$ cat config.mk
export PLATFORM = sky130hd
export DESIGN_NAME = led_rot_decode
export DESIGN_NICKNAME = d
export VERILOG_FILES = /design/src/rtl/led_pattern_pkg.sv /design/src/rtl/led_rot_decode.sv
export SDC_FILE = /design/constraint.sdc
export NUM_CORES = 1
export LEC_CHECK = 0
export ABC_AREA = 1
export ABC_CLOCK_PERIOD_IN_PS = 1400
export CAP_MARGIN = 0
export CORE_AREA = 2 2 39 41
export DETAILED_ROUTE_END_ITERATION = 7
export DIE_AREA = 0 0 41 43
export PLACE_DENSITY = 0.68
export SLEW_MARGIN = 30
export SYNTH_ARGS = -nofsm -noshare
export SYNTH_HDL_FRONTEND = slang
export SYNTH_SLANG_ARGS = --single-unit
$ cat constraint.sdc
create_clock -name vclk -period 1.4
set_clock_uncertainty 0.15 [all_clocks]
set_input_delay 0.28 -clock vclk [all_inputs]
set_output_delay 0.28 -clock vclk [all_outputs]
set_load 0.1 [all_outputs]
$ cat src/rtl/led_pattern_pkg.sv
// Shared definitions for the rotating LED pattern generator and its checker.
package led_pattern_pkg;

  localparam int WIDTH = 12;
  localparam logic [WIDTH-1:0] BASE_LED_SEQUENCE = 12'b000011101101;

  typedef enum logic [1:0] {
    SEARCH  = 2'd0,
    LOCKING = 2'd1,
    LOCKED  = 2'd2
  } state_e;

  // Rotate left by n positions (n taken modulo WIDTH).
  function automatic logic [WIDTH-1:0] rotl(input logic [WIDTH-1:0] v, input int unsigned n);
    logic [2*WIDTH-1:0] dbl;
    int unsigned        s;
    dbl = {v, v};
    s   = n % WIDTH;
    return dbl[(2*WIDTH-1)-s -: WIDTH];
  endfunction

endpackage

$ cat src/rtl/led_rot_decode.sv
// Combinational decoder: finds which rotation of the base pattern the LED word is.
module led_rot_decode
  import led_pattern_pkg::*;
#(
  parameter int             W    = led_pattern_pkg::WIDTH,
  parameter logic [W-1:0]   BASE = led_pattern_pkg::BASE_LED_SEQUENCE
) (
  input  logic [W-1:0] led_i,
  output logic         hit_o,
  output logic [3:0]   k_o
);

  // Doubling the base lets every rotation be a fixed part-select.
  localparam logic [2*W-1:0] BASE_DBL = {BASE, BASE};

  logic [W-1:0] match;

  generate
    for (genvar gi = 0; gi < W; gi++) begin : g_rot
      assign match[gi] = (led_i == BASE_DBL[(2*W-1)-gi -: W]);
    end
  endgenerate

  // Priority pick: scanning downward leaves the lowest matching rotation in k_o.
  always_comb begin
    hit_o = |match;
    k_o   = 4'd0;
    for (int i = W - 1; i >= 0; i--) begin
      if (match[i]) k_o = 4'(i);
    end
  end

endmodule

==> results by group, run 1 <==
Outcome
  • Status: complete, but fails checks
  • Failing checks: negative setup slack

Synth
  • Post-synth cell types: 8
  • Sequential-to-total area share from yosys stat: 0%
  • Compound-Gate Fraction of Synth Area: 0%
  • Synth Area in Simple Gates: 85.4%
  • Post-Synth XOR/XNOR Area: 0%
  • Avg Inst Size Synth: about 4.2 µm²
  • Post-Syn Area: between 300 and 400 µm²
  • Syn Inst Count: 93
  • Main combinational cell family by area after synthesis: simple AND/OR/NAND/NOR gates
  • Mux share of post-synthesis cell area: 0%
  • Synth Area in Adders: 0%
  • Syn_nets: about 110
  • Ys Warns: 0

Route
  • Vias/cell: 5.22
  • Via count: about 680
  • Drt first-iter violations: 11
  • Post-route ant nets: 0
  • Post-DR wirelength/cell: 13.3 µm
  • First drt pass iteration count: 4
  • Routed wire length: 1730 µm
  • DRC errors left: 0

Setup path
  • Worst path slowest cell: buf_12
  • Startpoint types: input pin
  • Critical Path AT: 1.29 ns
  • Max incr delay on CP: 0.17 ns
  • Crit-path max FO: 3
  • Critical Path End Type: primary output
  • Critical path class: input pin to primary output
  • Worst-path cell chain: buf_6, buf_6, inv_8, nand2_2, nor2_1, nand3_1, nand2_1, nor2_2, nand3_4, buf_12
  • Critical path data required time: slightly below 1 ns
  • Most frequent CP cell: buf_6

Layout
  • Multi-input gate area: between 600 and 700 µm²
  • Final core occ: a little over 70%
  • Share of cells above drive strength 1: 79.8%
  • Reg area: 0 µm²
  • Fin nets: around 130
  • Fill cells: 106
  • Clock buffer count: 0
  • Area delta synth->final: 154%
  • Final Cell Area: around 980 µm²
  • # diodes: 0
  • Seq Cell Count: 0

Floorplan
  • Num rows: 14
  • I/O pin total: 17
  • Initial Util: 27.9%
  • Core area: approximately 1400 µm²
  • Die width: roughly 41 µm
  • Die Height: 43 µm
  • Die ar.: about 1800 µm²

STA
  • Final worst slack: -0.318 ns
  • Finish-stage setup viols: 5
  • Relative slew slack: 88.5%
  • Worst slew pin tran: 0.172 ns
  • Max Clk Rate: 582 MHz
  • Hold Vio Cnt, Final: 0
  • Tmin final: approximately 1.7 ns
  • Final hold slack: 0.972 ns
  • Pins Over Slew Limit: 0
  • RSZ-0062 raised after global routing: true
  • Fin crit share: 123%

Place
  • Placer congestion estimate: approximately 1.0
  • Detailed Place HPWL: ~1100 µm
  • I/O Buffers: 17
  • Placed inst area: roughly 800 µm²

Power and ir drop
  • Cell Pwr Density: between 200 and 250 nW/µm²
  • Design Power: 0.198 mW
  • Worst vdd ir: just under 0.0002 V
  • P_leak: between 0.4 and 0.5 nW

Flow run
  • MaxCap Viol Count: 0

Global routing
  • Largest net degree at the start of global routing: 6
  • GRT overflow: 0
  • Routing usage on met1: between 20% and 30%
  • GRT Total Usage: just over 20%
  • GR Util met2: 35.6%
  • GR peak layer: met2
  • Initial antenna violation count: 0
  • Met3 Use GR: less than 1%
  • Vias in the first global route: just under 700
  • First-pass GRT wire length: roughly 2700 µm

Hold path
  • Hold crit path type: input pin to primary output
  • Hold depth: 5

Clock tree
  • Cts hold-fix bufs: 0
  • Post-CTS setup repair buffer count: 0
path summary, 6_finish.rpt:
| kind | from | endpoint | slack [ns] |
|---|---|---|---|
| setup / recovery | led_i[10] | hit_o | -0.32 |
| hold / removal | led_i[1] | k_o[1] | 0.97 |
per-stage QoR:
step	setup TNS, ns	cells	setup slack [ns]
3_3_place_gp	-3.76	131	-0.780
2_1_floorplan	-1.14	93	-0.532
5_1_grt	-1.61	130	-0.368
3_5_place_dp	-3.80	131	-0.774
6_report	-1.38	130	-0.318
4_1_cts	-1.29	131	-0.265
synthesized netlist by cell type (all sizes together):
master | number | area (µm²)
nand3 | 14 | 80.1
inv | 15 | 56.3
nand2 | 30 | 113
nor2 | 31 | 121
nand4 | 1 | 6.26
nor3 | 2 | 10.0
cell usage in the layout (no fill, tap or decap), types with 4 or more instances in the layout:
cell type  instances
buf_6              7
buf_4              8
nor2_1            14
inv_2              4
nand2_4           11
nor2_4             8
nand3_1            4
buf_12             5
nand3_2            9
inv_4              5
nor2_2             9
nand2_2           15
where the power goes:
| part | internal [mW] | switching [mW] |
|---|---|---|
| registers | 0 | 0 |
| logic | 0.0785 | 0.119 |
| clock network | 0 | 0 |
| total | 0.0785 | 0.119 |
critical path: cells and delay by family:
family	cells	cell delay, ns
buf+inv	4	0.44
simple gates	6	0.56
cells by family (layout without fill, tap and decap cells):
| kind of cell | count (synthesis) | after routing |
|---|---|---|
| buffers and inverters | 15 | 36 |
| and+or+nand+nor | 78 | 78 |
repair_timing:
action | 4_1_cts | 5_1_grt
pin swaps | 29 | 15
resized for setup | 91 | 27
endpoints found under the setup margin | 5 | 5
cell type report:
cell class / count / share of cell area [%]
Tap cell: 16 / 2.04
Timing Repair Buffer: 21 / 25.8
Inverter: 15 / 10.3
Multi-Input combinational cell: 78 / 61.8
per-layer routing:
metal / vias to the layer above / part of all wire [%]
li1: 330 / -
met1: 317 / 39
met2: 28 / 56
met3: 3 / 4.0
met4: 0 / 1.4
met5: - / 0
(Power assumes the default switching activity.)
==> run 2, diff against run 1 <==
--- a/config.mk
+++ b/config.mk
@@ -11,7 +11,9 @@
 export CORE_AREA = 2 2 39 41
 export DETAILED_ROUTE_END_ITERATION = 7
 export DIE_AREA = 0 0 41 43
+export GPL_ROUTABILITY_DRIVEN = 0
 export PLACE_DENSITY = 0.68
+export SKIP_LAST_GASP = 1
 export SLEW_MARGIN = 30
 export SYNTH_ARGS = -nofsm -noshare
 export SYNTH_HDL_FRONTEND = slang
==> results by group, run 2 (synthesis results as in run 1) <==
Global routing
  • First-pass GRT wire length: 2660 µm (-0.52%)
  • GRT Total Usage: 20.5% (-0.10 points)
  • GRT overflow: 0 (unchanged)
  • Vias in the first global route: 678 (-0.44%)
  • Largest net degree at the start of global routing: 6 (unchanged)
  • Initial antenna violation count: 0 (unchanged)

Power and ir drop
  • Comb pwr share: 100.0% (about the same)
  • Sw Share: 62.0% (+1.7 points)
  • Net Sw Power: 0.114 mW (-4.3%)
  • Cell-internal power: 0.0699 mW (-11%)
  • Clock share of power: 0% (unchanged)
  • P_leak: 0.435 nW (-3.8%)
  • Worst vdd ir: 0.000189 V (-4.1%)
  • Sequential share of power: 0% (unchanged)
  • Cell Pwr Density: 195 nW/µm² (-2.8%)

Floorplan
  • Initial Util: 27.9% (unchanged)
  • Die width: 41 µm (unchanged)
  • Die Height: 43 µm (unchanged)
  • I/O pin total: 17 (unchanged)
  • Die ar.: 1760 µm² (unchanged)
  • Num rows: 14 (unchanged)
  • Core area: 1380 µm² (unchanged)

Clock tree
  • Post-CTS setup repair buffer count: 0 (unchanged)
  • Cts hold-fix bufs: 0 (unchanged)

Setup path
  • Crit-path max FO: 3 (unchanged)
  • Crit path max-delay family: simple AND/OR/NAND/NOR gates
  • Worst-path cell chain: buf_6, buf_6, inv_12, nand2_8, nor2_2, nand3_2, nand2_1, nor2_1, nand4_1, buf_12
  • Critical Path AT: 1.25 ns (-0.04 ns)
  • Crit path buf inv count: 4 (unchanged)
  • Max incr delay on CP: 0.19 ns (+0.02 ns)
  • Critical Path End Type: primary output
  • Startpoint types: input pin
  • Critical path class: input pin to primary output
  • Worst path slowest cell: buf_12
  • Most frequent CP cell: buf_6
  • Critical path data required time: 0.97 ns (about the same)

Route
  • Via count: 663 (-2.2%)
  • First drt pass iteration count: 4 (unchanged)
  • Post-route ant nets: 0 (unchanged)
  • Vias/cell: 5.10 (-2.2%)
  • Routed wire length: 1620 µm (-6.4%)
  • DRC errors left: 0 (unchanged)
  • Post-DR wirelength/cell: 12.4 µm (-6.4%)
  • Drt first-iter violations: 9 (-2)

Place
  • Setup WS pre-CTS: -0.774 ns (unchanged)
  • I/O Buffers: 17 (unchanged)
  • Cell Count Post-Placement: 131 (unchanged)
  • Detailed Place HPWL: 1130 µm (unchanged)

Layout
  • Most common cell after layout, fill and taps aside: nand2_2
  • Area delta synth->final: 144%
  • Non-filler instance count after layout: 130 (unchanged)
  • # diodes: 0 (unchanged)
  • Fin nets: 128 (unchanged)
  • Fill cells: 112 (+5.7%)
  • Seq Cell Count: 0 (unchanged)
  • Share of cells above drive strength 1: 78.1% (-1.8 points)
  • Most frequent cells in the layout: 15 x nand2_2, 14 x nor2_1, 10 x nor2_2
  • Clock buffer count: 0 (unchanged)
  • Reg area: 0 µm² (unchanged)

STA
  • Pins Over Slew Limit: 0 (unchanged)
  • Max Clk Rate: 595 MHz (+2.2%)
  • Final worst slack: -0.280 ns (+0.0373 ns)
  • Relative slew slack: 88.8% (+0.33 points)
  • Hold Vio Cnt, Final: 0 (unchanged)
  • RSZ-0062 raised after global routing: true
  • Fin crit share: 120% (-2.7 points)
  • Finish-stage setup viols: 5 (unchanged)
  • Worst slew pin tran: 0.167 ns (-0.00487 ns)
  • Tmin final: 1.68 ns (-0.0373 ns)

Outcome
  • Failing checks: negative setup slack
  • Status: complete, but fails checks

Flow run
  • MaxCap Viol Count: 0 (unchanged)

Hold path
  • Hold crit path type: input pin to primary output
## run 2: per-layer routing
metal | up-vias | share of wire, % | global-route usage, %
met5 | - | 0 | 0
met4 | 0 | 1.1 | 4.67
met3 | 2 | 3.4 | 0.524
met2 | 15 | 56 | 35.6
met1 | 311 | 39 | 26.3
li1 | 335 | - | -
## run 2: path summary, 6_finish.rpt
| kind | cells past startpoint | from | end | slack [ns] |
|---|---|---|---|---|
| hold / removal | 5 | led_i[0] | k_o[1] | 0.97 |
| setup / recovery | 10 | led_i[8] | k_o[0] | -0.28 |
## run 2: layout make-up
class / instances / area [µm²] / share of cell area [%]
inverter: 15 / 101 / 10.8
multi-input combinational: 78 / 588 / 62.4
timing repair buffer: 21 / 233 / 24.7
tap: 16 / 20.0 / 2.12
## run 2: repair_timing
item / 4_1_cts / 5_1_grt
pin swaps: 27 / 10
gates resized for setup: 91 / 15
endpoints found under the setup margin: 5 / 5
## run 2: power by group through the flow
stage                     Sequential [mW]  Combinational, mW  Clock, mW
after floorplan                         0             0.0683          0
after global placement                  0              0.143          0
after detailed placement                0              0.145          0
after CTS                               0              0.169          0
after global routing                    0              0.196          0
final                                   0              0.184          0
## run 2: metrics by stage
step | TNS (ns) | power, mW | hold slack (ns) | instance area [µm²] | util (%)
detailed placement | -3.80 | 0.145 | 1.45 | 800 | 57.8
CTS | -1.30 | 0.169 | 0.976 | 900 | 65.0
global route | -1.58 | 0.196 | 0.992 | 942 | 68.1
global placement | -3.76 | 0.143 | 1.46 | 800 | 57.8
floorplan | -1.14 | 0.0683 | 0.980 | 522 | -
finish | -1.32 | 0.184 | 0.975 | 942 | 68.1
